## src/rtl/seg_capture.sv

```systemverilog
// -----------------------------------------------------------------------------
// seg_capture
//   Recovers the four digits shown on a multiplexed, active-low 7-segment
//   display bus. The anode/segment pair is synchronized, each digit's pair
//   must hold steady for STABLE_CYCLES samples before it is decoded and stored
//   in its slot. Once all four slots have been captured, the frame is
//   published on value_o/err_o with a single-cycle valid_o pulse.
//
// Parameters
//   STABLE_CYCLES : consecutive identical synchronized samples needed before a
//                   digit is captured (2..255).
//
// Ports
//   clk      : clock, rising edge
//   rst      : synchronous active-high reset
//   an_i     : digit enables, active-low (an_i[k]=0 selects digit k)
//   seg_i    : segments {g,f,e,d,c,b,a}, active-low
//   value_o  : decoded frame, digit k in bits [4k+3:4k]
//   err_o    : err_o[k]=1 when digit k held an unrecognised pattern
//   valid_o  : one-cycle pulse marking a new value_o/err_o frame
// -----------------------------------------------------------------------------
module seg_capture #(
  parameter int STABLE_CYCLES = 4
) (
  input  logic        clk,
  input  logic        rst,
  input  logic [3:0]  an_i,
  input  logic [6:0]  seg_i,
  output logic [15:0] value_o,
  output logic [3:0]  err_o,
  output logic        valid_o
);

  localparam logic [7:0] STABLE_C = 8'(STABLE_CYCLES);

  typedef enum logic [1:0] {
    ST_WAIT   = 2'd0,
    ST_SETTLE = 2'd1,
    ST_HELD   = 2'd2
  } state_t;

  // Decode an active-low segment pattern into {err, code}.
  function automatic logic [4:0] seg_decode(input logic [6:0] s);
    logic [4:0] r;
    case (s)
      7'b1000000: r = {1'b0, 4'd0};
      7'b1111001: r = {1'b0, 4'd1};
      7'b0100100: r = {1'b0, 4'd2};
      7'b0110000: r = {1'b0, 4'd3};
      7'b0011001: r = {1'b0, 4'd4};
      7'b0010010: r = {1'b0, 4'd5};
      7'b0000010: r = {1'b0, 4'd6};
      7'b1111000: r = {1'b0, 4'd7};
      7'b0000000: r = {1'b0, 4'd8};
      7'b0010000: r = {1'b0, 4'd9};
      7'b0000110: r = {1'b0, 4'd10};
      7'b1111111: r = {1'b0, 4'd15};
      default:    r = {1'b1, 4'd15};
    endcase
    return r;
  endfunction

  // A pair is usable only when exactly one anode is driven low.
  function automatic logic an_eligible(input logic [3:0] a);
    logic r;
    case (a)
      4'b1110, 4'b1101, 4'b1011, 4'b0111: r = 1'b1;
      default:                            r = 1'b0;
    endcase
    return r;
  endfunction

  function automatic logic [1:0] an_index(input logic [3:0] a);
    logic [1:0] r;
    case (a)
      4'b1101: r = 2'd1;
      4'b1011: r = 2'd2;
      4'b0111: r = 2'd3;
      default: r = 2'd0;
    endcase
    return r;
  endfunction

  // Synchronizer, previous-pair and control state
  logic [3:0]  an_s1_q, an_s2_q, an_prev_q;
  logic [6:0]  seg_s1_q, seg_s2_q, seg_prev_q;
  state_t      state_q, state_d;
  logic [7:0]  cnt_q, cnt_d;
  logic [3:0]  mask_q, mask_d;
  logic [15:0] slot_val_q, slot_val_d;
  logic [3:0]  slot_err_q, slot_err_d;
  logic [15:0] value_q, value_d;
  logic [3:0]  err_q, err_d;
  logic        valid_q, valid_d;

  logic        elig;
  logic        same_pair;
  logic        cap;
  logic        frame;
  logic [1:0]  idx;
  logic [4:0]  dec;

  assign elig      = an_eligible(an_s2_q);
  assign same_pair = (an_s2_q == an_prev_q) && (seg_s2_q == seg_prev_q);
  assign idx       = an_index(an_s2_q);
  assign dec       = seg_decode(seg_s2_q);
  assign frame     = (mask_q == 4'hF);

  // Stability FSM: next state and capture strobe
  always_comb begin
    state_d = state_q;
    cnt_d   = cnt_q;
    cap     = 1'b0;
    case (state_q)
      ST_WAIT: begin
        if (elig) begin
          cnt_d   = 8'd1;
          state_d = ST_SETTLE;
        end
      end
      ST_SETTLE: begin
        if (!elig) begin
          cnt_d   = 8'd0;
          state_d = ST_WAIT;
        end else if (same_pair) begin
          cnt_d = cnt_q + 8'd1;
          if (cnt_d == STABLE_C) begin
            cap     = 1'b1;
            state_d = ST_HELD;
          end
        end else begin
          cnt_d = 8'd1;
        end
      end
      ST_HELD: begin
        if (!elig) begin
          cnt_d   = 8'd0;
          state_d = ST_WAIT;
        end else if (!same_pair) begin
          cnt_d   = 8'd1;
          state_d = ST_SETTLE;
        end
      end
      default: begin
        cnt_d   = 8'd0;
        state_d = ST_WAIT;
      end
    endcase
  end

  // Slot write, mask and frame publication
  always_comb begin
    slot_val_d = slot_val_q;
    slot_err_d = slot_err_q;
    value_d    = value_q;
    err_d      = err_q;
    valid_d    = frame;
    // The publish cycle clears the mask, but a capture in that same cycle
    // must survive as the first bit of the next frame.
    mask_d     = frame ? 4'h0 : mask_q;
    if (frame) begin
      value_d = slot_val_q;
      err_d   = slot_err_q;
    end
    if (cap) begin
      for (int k = 0; k < 4; k++) begin
        if (idx == 2'(k)) begin
          slot_val_d[4*k +: 4] = dec[3:0];
          slot_err_d[k]        = dec[4];
          mask_d[k]            = 1'b1;
        end
      end
    end
  end

  always_ff @(posedge clk) begin
    if (rst) begin
      an_s1_q    <= 4'hF;
      an_s2_q    <= 4'hF;
      seg_s1_q   <= 7'h7F;
      seg_s2_q   <= 7'h7F;
      an_prev_q  <= 4'hF;
      seg_prev_q <= 7'h7F;
      state_q    <= ST_WAIT;
      cnt_q      <= 8'd0;
      mask_q     <= 4'h0;
      slot_val_q <= 16'h0000;
      slot_err_q <= 4'h0;
      value_q    <= 16'h0000;
      err_q      <= 4'h0;
      valid_q    <= 1'b0;
    end else begin
      an_s1_q    <= an_i;
      an_s2_q    <= an_s1_q;
      seg_s1_q   <= seg_i;
      seg_s2_q   <= seg_s1_q;
      an_prev_q  <= an_s2_q;
      seg_prev_q <= seg_s2_q;
      state_q    <= state_d;
      cnt_q      <= cnt_d;
      mask_q     <= mask_d;
      slot_val_q <= slot_val_d;
      slot_err_q <= slot_err_d;
      value_q    <= value_d;
      err_q      <= err_d;
      valid_q    <= valid_d;
    end
  end

  assign value_o = value_q;
  assign err_o   = err_q;
  assign valid_o = valid_q;

endmodule

```

## config.mk

```make
export PLATFORM = sky130hd
export DESIGN_NAME = seg_capture
export DESIGN_NICKNAME = d
export VERILOG_FILES = /design/src/rtl/seg_capture.sv
export SDC_FILE = /design/constraint.sdc
export NUM_CORES = 1
export LEC_CHECK = 0
export BUFFER_PORTS_ARGS = -buffer_cell sky130_fd_sc_hd__buf_2
export CORE_UTILIZATION = 27
export DETAILED_ROUTE_END_ITERATION = 8
export GPL_TIMING_DRIVEN = 0
export HOLD_SLACK_MARGIN = 0.08
export PLACE_DENSITY_LB_ADDON = 0.15
export SETUP_SLACK_MARGIN = 0.4
export SLEW_MARGIN = 40
export SYNTH_ARGS = -nofsm -noshare
export SYNTH_HDL_FRONTEND = slang
export SYNTH_SLANG_ARGS = --single-unit
```

## constraint.sdc

```tcl
create_clock -name clk -period 3.7 [get_ports clk]
set_input_delay 0.37 -clock clk [delete_from_list [all_inputs] [get_ports clk]]
set_output_delay 0.37 -clock clk [all_outputs]
set_load 0.01 [all_outputs]
```

==> results.sh <==
export IMPL_status="finished clean"
export IMPL_worstHoldStart="seg_i[2]"
export IMPL_clock_root_buffer="clkbuf_16"
export IMPL_p_leak_nw=1.52
export IMPL_path_class="reg2reg"
export IMPL_drv_slew=0
export IMPL_synth_distinct_cells=49
export IMPL_antenna_left=0
export IMPL_reg2reg_slack_ns=1.42
export IMPL_dp_final_hpwl_mm=5.12
export IMPL_drive_above_1_share_pct=23.2
export IMPL_ys_ff_latch=88
export IMPL_ir_drop_v=0.000168
export IMPL_ios=34
export IMPL_dr_total_vias=2641
export IMPL_cts_resized_gates=0
export IMPL_clock_latency_ns=0.34
export IMPL_crit_fanout=10
export IMPL_synth_area_leader_cell="dfxtp_1"
export IMPL_postCtsSetupBuffers=0
export IMPL_num_rows=41
export IMPL_start_kind="flop"
export IMPL_io_buffers=32
export IMPL_required_ns=3.90
export IMPL_antenna_found_initial=0
export IMPL_fin_crit_ns=2.28
export IMPL_drt_initial_drc_count=97
export IMPL_grt_pass1_wl_mm=11.9
export IMPL_synth_yosys_warnings=0
export IMPL_clock_path_buffers=2
export IMPL_drc=0
export IMPL_worstSetupStartpoint="seg_s2_q[6]"
export IMPL_via_per_inst=4.42
export IMPL_post_drt_wl_per_cell_um=12.3
export IMPL_grt_pass1_vias=2366
export IMPL_clk_pin_slew_ns=0.06
export IMPL_cts_inserted_buffers=9
export IMPL_fin_worst_skew_ns=0.00476
export IMPL_cts_tree="yes"
export IMPL_synthArstFlopShare_pct=0
export IMPL_die_width_um=115
export IMPL_initial_utilization_pct=27.6
export IMPL_grt_ovfl_total=0
export IMPL_cts_sinks=88
export IMPL_hp_class="in2reg"
export IMPL_first_pass_iters=4
export IMPL_synth_area_leaders="dfxtp_1 (51%), nand2_1 (6.3%), or2_2 (5.9%)"
export IMPL_core_um2=12600
export IMPL_wirelength_mm=7.34
export IMPL_tns_ns=0
export IMPL_synth_nets=392
export IMPL_post_synth_top_count_cell="dfxtp_1"
export IMPL_post_route_util_pct=33.0
export IMPL_grt_total_usage_pct=11.9
export IMPL_slew_headroom_pct=63.2
export IMPL_setup_viol=0
export IMPL_globalplace_congestion=0.786
export IMPL_finalHoldViolations=0
export IMPL_power_density_nw_per_um2=481
export IMPL_arrival_ns=2.47
export IMPL_synth_area_per_cell_um2=9.19
export IMPL_synth_commonest_cells="dfxtp_1 (88), nand2_1 (58), or2_2 (33), a21oi_1 (32), nor2_1 (29)"
export IMPL_synth_edff_count=0
export IMPL_regToRegStartpoint="seg_s2_q[6]"
export IMPL_fmaxAchievable_ghz=0.440
export IMPL_die_area_um2=13300
export IMPL_syn_inst=378
export IMPL_tightest_slew_ns=0.553
export IMPL_die_y_um=115
export IMPL_yosys_area_top_type_share_pct=50.7
export IMPL_maxCapViolations=0
export IMPL_syn_area_um2=3470
export IMPL_grt_setup_unrepaired="no"
export IMPL_holdBufCountCts=0
export IMPL_ys_flop_type="dfxtp_1"
export IMPL_antenna_cells=0
export IMPL_grt_max_degree=14
export IMPL_endpoint_kind="flop"
export IMPL_ys_seq_area_share_pct=50.7
export IMPL_min_period_over_period_pct=61.5
export IMPL_fin_nets=435
export IMPL_area_growth_synth_to_final_pct=19.5
export IMPL_htree_levels=3
==> worst max-delay path: stages, from the launching register on <==
cell      delay [ns]
dfxtp_1         0.38
buf_2           0.23
nand4_1         0.16
o32a_1          0.20
o31ai_1         0.41
nor3_2          0.17
a21oi_1         0.43
a211oi_1        0.15
==> per-layer routing <==
layer | vias to the layer above | track usage (%) | share of wire (%)
met3 | 10 | 3.61 | 4.3
met4 | 0 | 5.19 | 1.6
met1 | 1191 | 15.6 | 50
met2 | 54 | 18.2 | 44
met5 | - | 0 | 0
li1 | 1386 | - | -
==> layout make-up <==
| type | count | area (um^2) |
|---|---|---|
| timing repair buffer | 32 | 160 |
| clock inverter | 2 | 37.5 |
| inverter | 2 | 7.51 |
| multi-input combinational | 261 | 1570 |
| fill | 1342 | 8420 |
| buffer | 27 | 140 |
| sequential | 88 | 1760 |
| clock buffer | 14 | 264 |
| tap | 172 | 215 |
==> where the power goes <==
group          leakage (nW)  switching [mW]  total (mW)  internal, mW
Clock                 0.143           0.352       0.913         0.561
Sequential            0.716         0.00821       0.973         0.964
Combinational         0.664          0.0694       0.113        0.0440
Total                  1.52           0.430        2.00          1.57
==> kinds of logic after synthesis <==
group	after synthesis	share of synthesized area (%)
adder cells (fa/ha/maj)	1	0.360
multiplexers	5	1.44
buffers and inverters	29	4.25
flip-flops	88	50.7
AO/OA/AOI/OAI	68	12.7
AND/OR/NAND/NOR	171	26.5
XOR/XNOR	16	4.03
==> final timing paths <==
path	cells past startpoint	endpoint
worst max-delay path	7	slot_val_q[0]
worst min-delay path	2	seg_s1_q[2]
worst max register to register	7	slot_val_q[0]
worst min register to register	1	seg_s2_q[2]
==> state kept, by name (all words and copies together), names as in the netlist <==
| name | cells |
|---|---|
| seg_s2_q | 7 |
| an_s2_q | 4 |
| valid_o | 1 |
| an_prev_q | 4 |
| cnt_q | 8 |
| slot_err_q | 4 |
| err_o | 4 |
| seg_prev_q | 7 |
| seg_s1_q | 7 |
| slot_val_q | 16 |
| an_s1_q | 4 |
| value_o | 16 |
| state_q | 2 |
| mask_q | 4 |
==> stage by stage <==
step                worst slack [ns]  instances  hold WS, ns  power, mW  area [um^2]
floorplan                       1.89        378        0.389       1.07         3470
global placement                1.43        582        0.392       1.11         3850
detailed placement              1.42        582        0.392       1.11         3850
CTS                             1.39        598        0.196       2.03         4150
global route                    1.22        598        0.195       2.09         4150
finish                          1.42        598        0.210       2.00         4150
==> cell usage in the layout (no fill, tap or decap), types with 6 or more instances in the layout <==
cell / Yosys / layout
nor2_1: 29 / 29
dfxtp_1: 88 / 88
buf_2: 7 / 39
a211oi_1: 12 / 12
nand3_1: 8 / 8
xnor2_1: 12 / 12
nand2_1: 58 / 58
clkbuf_16: 0 / 9
nand4_1: 6 / 6
or2_2: 33 / 33
clkbuf_1: 14 / 17
a21oi_1: 32 / 32
Power figures use the tool's default switching activity.
